===== config.mk =====
export PLATFORM = sky130hd
export DESIGN_NAME = id_step_reg
export DESIGN_NICKNAME = d
export VERILOG_FILES = /design/src/rtl/id_step_reg.sv
export SDC_FILE = /design/constraint.sdc
export NUM_CORES = 1
export LEC_CHECK = 0
export ABC_CLOCK_PERIOD_IN_PS = 2700
export BUFFER_PORTS_ARGS = -buffer_cell sky130_fd_sc_hd__clkbuf_2
export CAP_MARGIN = 20
export CORE_MARGIN = 4
export CORE_UTILIZATION = 46
export DETAILED_ROUTE_END_ITERATION = 7
export PLACE_DENSITY = 0.94
export SLEW_MARGIN = 0
export SYNTH_ARGS = -nofsm -noshare
export SYNTH_HDL_FRONTEND = slang
export SYNTH_SLANG_ARGS = --single-unit

===== constraint.sdc =====
create_clock -name CLK -period 2.7 [get_ports CLK]
set_input_delay 0 -clock CLK [delete_from_list [all_inputs] [get_ports CLK]]
set_output_delay 0 -clock CLK [all_outputs]
set_load 0.05 [all_outputs]

===== src/rtl/id_step_reg.sv =====
// id_step_reg: IF/ID instruction register and multicycle step sequencer.
// Define ID_STEP_CNT_EN to build the continuation-step counter on STEP_CNT.
module id_step_reg #(
  parameter logic [31:0] RESET_INST = 32'h0000_0000
) (
  input  logic        CLK,
  input  logic        nRST,
  input  logic [31:0] F_INST,
  input  logic        F_VALID,
  output logic        F_ACCEPT,
  input  logic        STALL,
  input  logic        FLUSH,
  input  logic        STEP_LAST,
  input  logic [3:0]  NXT_RM_ADDR,
  input  logic [3:0]  NXT_RSRD_ADDR,
  input  logic [15:0] NXT_PAT,
  input  logic        NXT_PAT_EN,
  input  logic        NXT_LDMSTM_REQ,
  output logic [31:0] INST,
  output logic        VALID,
  output logic        INST_START,
  output logic [3:0]  NEW_RM_ADDR,
  output logic [3:0]  NEW_RSRD_ADDR,
  output logic [15:0] NEW_PAT,
  output logic        NEW_LDMSTM_REQ,
  output logic [4:0]  STEP_CNT
);

  typedef enum logic {
    S_MULTI = 1'b0,
    S_START = 1'b1
  } state_e;

  state_e      state_q, state_d;
  logic [31:0] inst_q, inst_d;
  logic        valid_q, valid_d;
  logic [3:0]  rm_q, rm_d;
  logic [3:0]  rsrd_q, rsrd_d;
  logic [15:0] pat_q, pat_d;
  logic        req_q, req_d;
  logic        load;

  // An empty slot or a finished instruction takes the next fetch.
  assign load     = STEP_LAST | ~valid_q;
  assign F_ACCEPT = ~FLUSH & ~STALL & load;

  // State register.
  always_ff @(posedge CLK or negedge nRST) begin
    if (!nRST) state_q <= S_START;
    else       state_q <= state_d;
  end

  // Next state: any flush or load restarts at the first step.
  always_comb begin
    state_d = state_q;
    if (FLUSH)       state_d = S_START;
    else if (!STALL) state_d = load ? S_START : S_MULTI;
  end

  // Outputs: first-step flag decoded straight from the state flop.
  always_comb begin
    INST_START = (state_q == S_START);
  end

  // Next values for the instruction and feedback registers.
  always_comb begin
    inst_d  = inst_q;
    valid_d = valid_q;
    rm_d    = rm_q;
    rsrd_d  = rsrd_q;
    pat_d   = pat_q;
    req_d   = req_q;
    if (FLUSH) begin
      inst_d  = RESET_INST;
      valid_d = 1'b0;
      rm_d    = '0;
      rsrd_d  = '0;
      pat_d   = '0;
      req_d   = 1'b0;
    end else if (STALL) begin
      inst_d  = inst_q;
    end else if (load) begin
      inst_d  = F_INST;
      valid_d = F_VALID;
      rm_d    = '0;
      rsrd_d  = '0;
      pat_d   = '0;
      req_d   = 1'b0;
    end else begin
      rm_d    = NXT_RM_ADDR;
      rsrd_d  = NXT_RSRD_ADDR;
      req_d   = NXT_LDMSTM_REQ;
      if (NXT_PAT_EN) pat_d = NXT_PAT;
    end
  end

  // Instruction and feedback registers.
  always_ff @(posedge CLK or negedge nRST) begin
    if (!nRST) begin
      inst_q  <= RESET_INST;
      valid_q <= 1'b0;
      rm_q    <= '0;
      rsrd_q  <= '0;
      pat_q   <= '0;
      req_q   <= 1'b0;
    end else begin
      inst_q  <= inst_d;
      valid_q <= valid_d;
      rm_q    <= rm_d;
      rsrd_q  <= rsrd_d;
      pat_q   <= pat_d;
      req_q   <= req_d;
    end
  end

  assign INST           = inst_q;
  assign VALID          = valid_q;
  assign NEW_RM_ADDR    = rm_q;
  assign NEW_RSRD_ADDR  = rsrd_q;
  assign NEW_PAT        = pat_q;
  assign NEW_LDMSTM_REQ = req_q;

`ifdef ID_STEP_CNT_EN
  logic [4:0] cnt_q, cnt_d;

  // Count continuation steps, saturating at 31.
  always_comb begin
    cnt_d = cnt_q;
    if (FLUSH)
      cnt_d = '0;
    else if (!STALL)
      cnt_d = load ? 5'd0 :
              (cnt_q == 5'd31) ? cnt_q : cnt_q + 5'd1;
  end

  // Step counter register.
  always_ff @(posedge CLK or negedge nRST) begin
    if (!nRST) cnt_q <= '0;
    else       cnt_q <= cnt_d;
  end

  assign STEP_CNT = cnt_q;
`else
  assign STEP_CNT = 5'd0;
`endif

endmodule


==> key figures <==
Synthesis
  • Synthesized instance count: 148
  • Distinct cells, synth: 21
  • Post-synthesis share of cell area spent on full adders, half adders and majority gates: 0%
  • Combinational family with the most area after synthesis: compound AO/OA/AOI/OAI gates
  • Post-Synthesis Mean Instance Area: 15.01 um^2
  • Synthesized flop and latch total: 59
  • Number of warning messages in the yosys log: 0
  • Area share of the largest cell type after synthesis: 65.32%
  • Library cell occupying the most area in the post-synthesis netlist: dfrtp_1
  • Cell area after synthesis: 0.002222 mm^2
  • Compound-gate portion of the synthesized area: 22.24%
  • Xor and xnor area share after synthesis: 0%
  • Portion of netlist area occupied by mux cells: 2.477%
  • Largest cells by area after synthesis: dfrtp_1, a22o_1, buf_4
  • Part of the Yosys area used for sequential elements: ~66%
  • Post-synthesis simple-gate area fraction: under 10%

Finish
  • Number of nets in the layout: 394
  • Fraction of final layout cells with drive strength greater than 1: between 40% and 50%
  • Final core utilization: between 70% and 80%
  • Synth-to-layout area growth: 61.99%

Timing
  • Skew final: 0.005861 ns
  • Fin Setup TNS: 0 ns
  • Final count of negative-setup-slack endpoints: 0
  • Maximum clock rate: a little over 500 MHz
  • Number of hold-slack violations in the final timing report: 0
  • Total count of max-transition violations in the final report: 0
  • Min Tclk post-route: 1.926 ns
  • Worst-margin pin slew: 0.8171 ns
  • Worst max-slew margin expressed relative to the limit: between 40% and 50%
  • Share of the clock period used by the worst path after layout: ~71%
  • Min Hold Slack: ~0.026 ns
  • RSZ-0062 raised after global routing: false

Floorplanning
  • Die Area: between 0.006 and 0.007 mm^2
  • Top Ports: 129
  • Placeable core region: ~0.0047 mm^2
  • Chip width: 77.51 um
  • Starting Density: 47.36%
  • Standard-cell row count: 25
  • Die height: between 70 and 80 um

Critical path
  • End of the critical path: NEW_PAT[5]
  • Worst EP required: 2.94 ns
  • Arr. time, crit path: 2.17 ns
  • R2r startpoint: VALID
  • Critical Setup Path Class: flop to flop
  • Critical path endpoint category: flop
  • CP startpoint kind: flop
  • Reg2reg end: NEW_PAT[5]
  • FF-to-FF setup slack: 0.77 ns
  • CP max FO: 16
  • Timing startpoint of the critical path: VALID
  • Count of cells along the worst register-to-register path: 3

Clock tree
  • Total number of H-tree levels: 3
  • Clock transition time at the flip-flop clock pins of the worst setup and hold paths: 0.06 ns
  • TritonCTS clock tree: done
  • Source-to-sink clock delay at the later pin of the worst-skew pair: 0.32 ns
  • Post-CTS Repair Setup Buffers: 0
  • Number of sinks handled by clock tree synthesis: 59
  • Root buffer cell: clkbuf_8
  • Maximum root-to-sink buffer count: 2
  • TritonCTS buffer count: 9

Detailed routing
  • Highest routed layer: met4
  • Length of the first detailed-routing pass in iterations: 4
  • Antenna violation net count after detailed routing: 0
  • Met1 wire length: 2.520 mm
  • Via count normalized by instance count: 5.069
  • Met2 wire len: 3.535 mm
  • Wirelength, routed: 6.475 mm
  • Post-route DRC violation count: 0
  • WL met3: 324 um
  • Starting DRT DRC Count: 68
  • Routed wirelength normalized by instance count: roughly 17 um
  • Via Count: approximately 2,000

Place
  • Input/output buffers: 123
  • Gp weighted congestion: 0.7428
  • Half-perimeter wire length after detailed placement: 3.869 mm

Global routing
  • Aggregate global-route resource usage: 22.67%
  • Maximum number of pins on one net before global-route repair: 60
  • Wire length of the first global-routing pass: between 10 and 15 mm
  • Via count of the first global-routing pass: 2,169
  • Number of antenna violations at the first check in global routing: 0
  • Remaining global-route overflow: 0

Worst hold path
  • Worst hold stages: 3
  • Tightest Hold Check Type: input port to flop

Power
  • Power consumption: 2.101 mW
  • Pwr/cell area: about 580 mW/mm^2
  • P_leak: between 1.5 and 2 nW
  • Worst vdd ir: approximately 0.54 mV

Job
  • Max-cap violation count: 0

Run status
  • Result of the run: completed
## stage by stage
step / cell area [um^2] / setup WS (ns) / instances
floorplan: 2237 / 0.9238 / 152
global placement: 2853 / 0.8854 / 318
detailed placement: 2853 / 0.7443 / 318
CTS: 3597 / 0.7431 / 389
global route: 3597 / 0.5789 / 389
finish: 3600 / 0.7742 / 390
## critical path, stage by stage, from the launching register on
cell and delay (ns):
dfrtp_1 0.39, nor4b_4 0.49, and2_0 0.73, a22o_1 0.23
## final cells by class
type                    instances  area, um^2
fillers                       295        1092
inverters                       1       3.754
repair buffers                182        1196
multi-input cells              77       658.1
diodes                          1       2.502
clock buffers                  11       141.4
flip-flops and latches         59        1478
clock inverters                 5       52.55
well taps                      54       67.56
## what timing repair did
action / 4_1_cts / 5_1_grt
resized for setup: 0 / 0
hold endpoints to repair: 112 / 0
hold buffers: 55 / 0
## cell usage after synthesis
library cell	count
dfrtp_1	58
a22o_1	54
buf_4	8
buf_2	4
nor2b_1	4
mux2_2	3
clkbuf_1	2
nand2b_1	2
a21oi_2	1
and2_0	1
buf_8	1
conb_1	1
dfstp_2	1
inv_1	1
mux2_1	1
mux2i_1	1
nor2_1	1
nor3b_1	1
nor4b_4	1
o22ai_2	1
or2_2	1
## sequential cells by signal, indices dropped and copies added, names as in the netlist
name,count
NEW_LDMSTM_REQ,1
NEW_RM_ADDR,4
NEW_PAT,16
INST_START,1
VALID,1
INST,32
NEW_RSRD_ADDR,4
## where the power goes
group	total (mW)	switching [mW]	internal, mW
combinational	0.388	0.244	0.144
sequential	0.940	0.0209	0.919
clock	0.773	0.326	0.447
## logic make-up (layout without fill, tap and decap cells)
family | count (synthesis) | count (layout)
DFF | 59 | 59
muxes | 5 | 5
and+or+nand+nor | 11 | 11
other | 1 | 6
buffers and inverters | 16 | 199
AOI/OAI and AO/OA | 56 | 56
## layer usage
layer  vias to the layer above  track usage (%)
met1                       962            25.93
met5                         -                0
li1                        919                -
met4                         0            8.719
met3                        12            4.408
met2                        84            41.54
## placed cells by master (no fill, tap or decap), drive strengths merged
cell and count:
clkbuf 134, dfrtp 58, dlygate4sd3 55, a22o 54, conb 5, nor2b 4
buf 4, mux2 4, clkinv 3, nand2b 2, diode 1, dfstp 1
nor3b 1, inv 1, a21oi 1, nor4b 1, nor2 1, or2 1
o22ai 1, and2 1, mux2i 1, bufinv 1, clkinvlp 1
## worst min path at each step
stage          startpoint         end  slack, ns
2_1_floorplan        nRST     INST[0]      -0.30
3_3_place_gp         nRST    INST[10]       0.17
3_5_place_dp         nRST  NEW_PAT[2]       0.19
4_1_cts        F_INST[28]    INST[28]       0.02
5_1_grt        F_INST[28]    INST[28]       0.03
6_report       F_INST[28]    INST[28]       0.03
No activity file was read; power rests on OpenSTA's default activity.
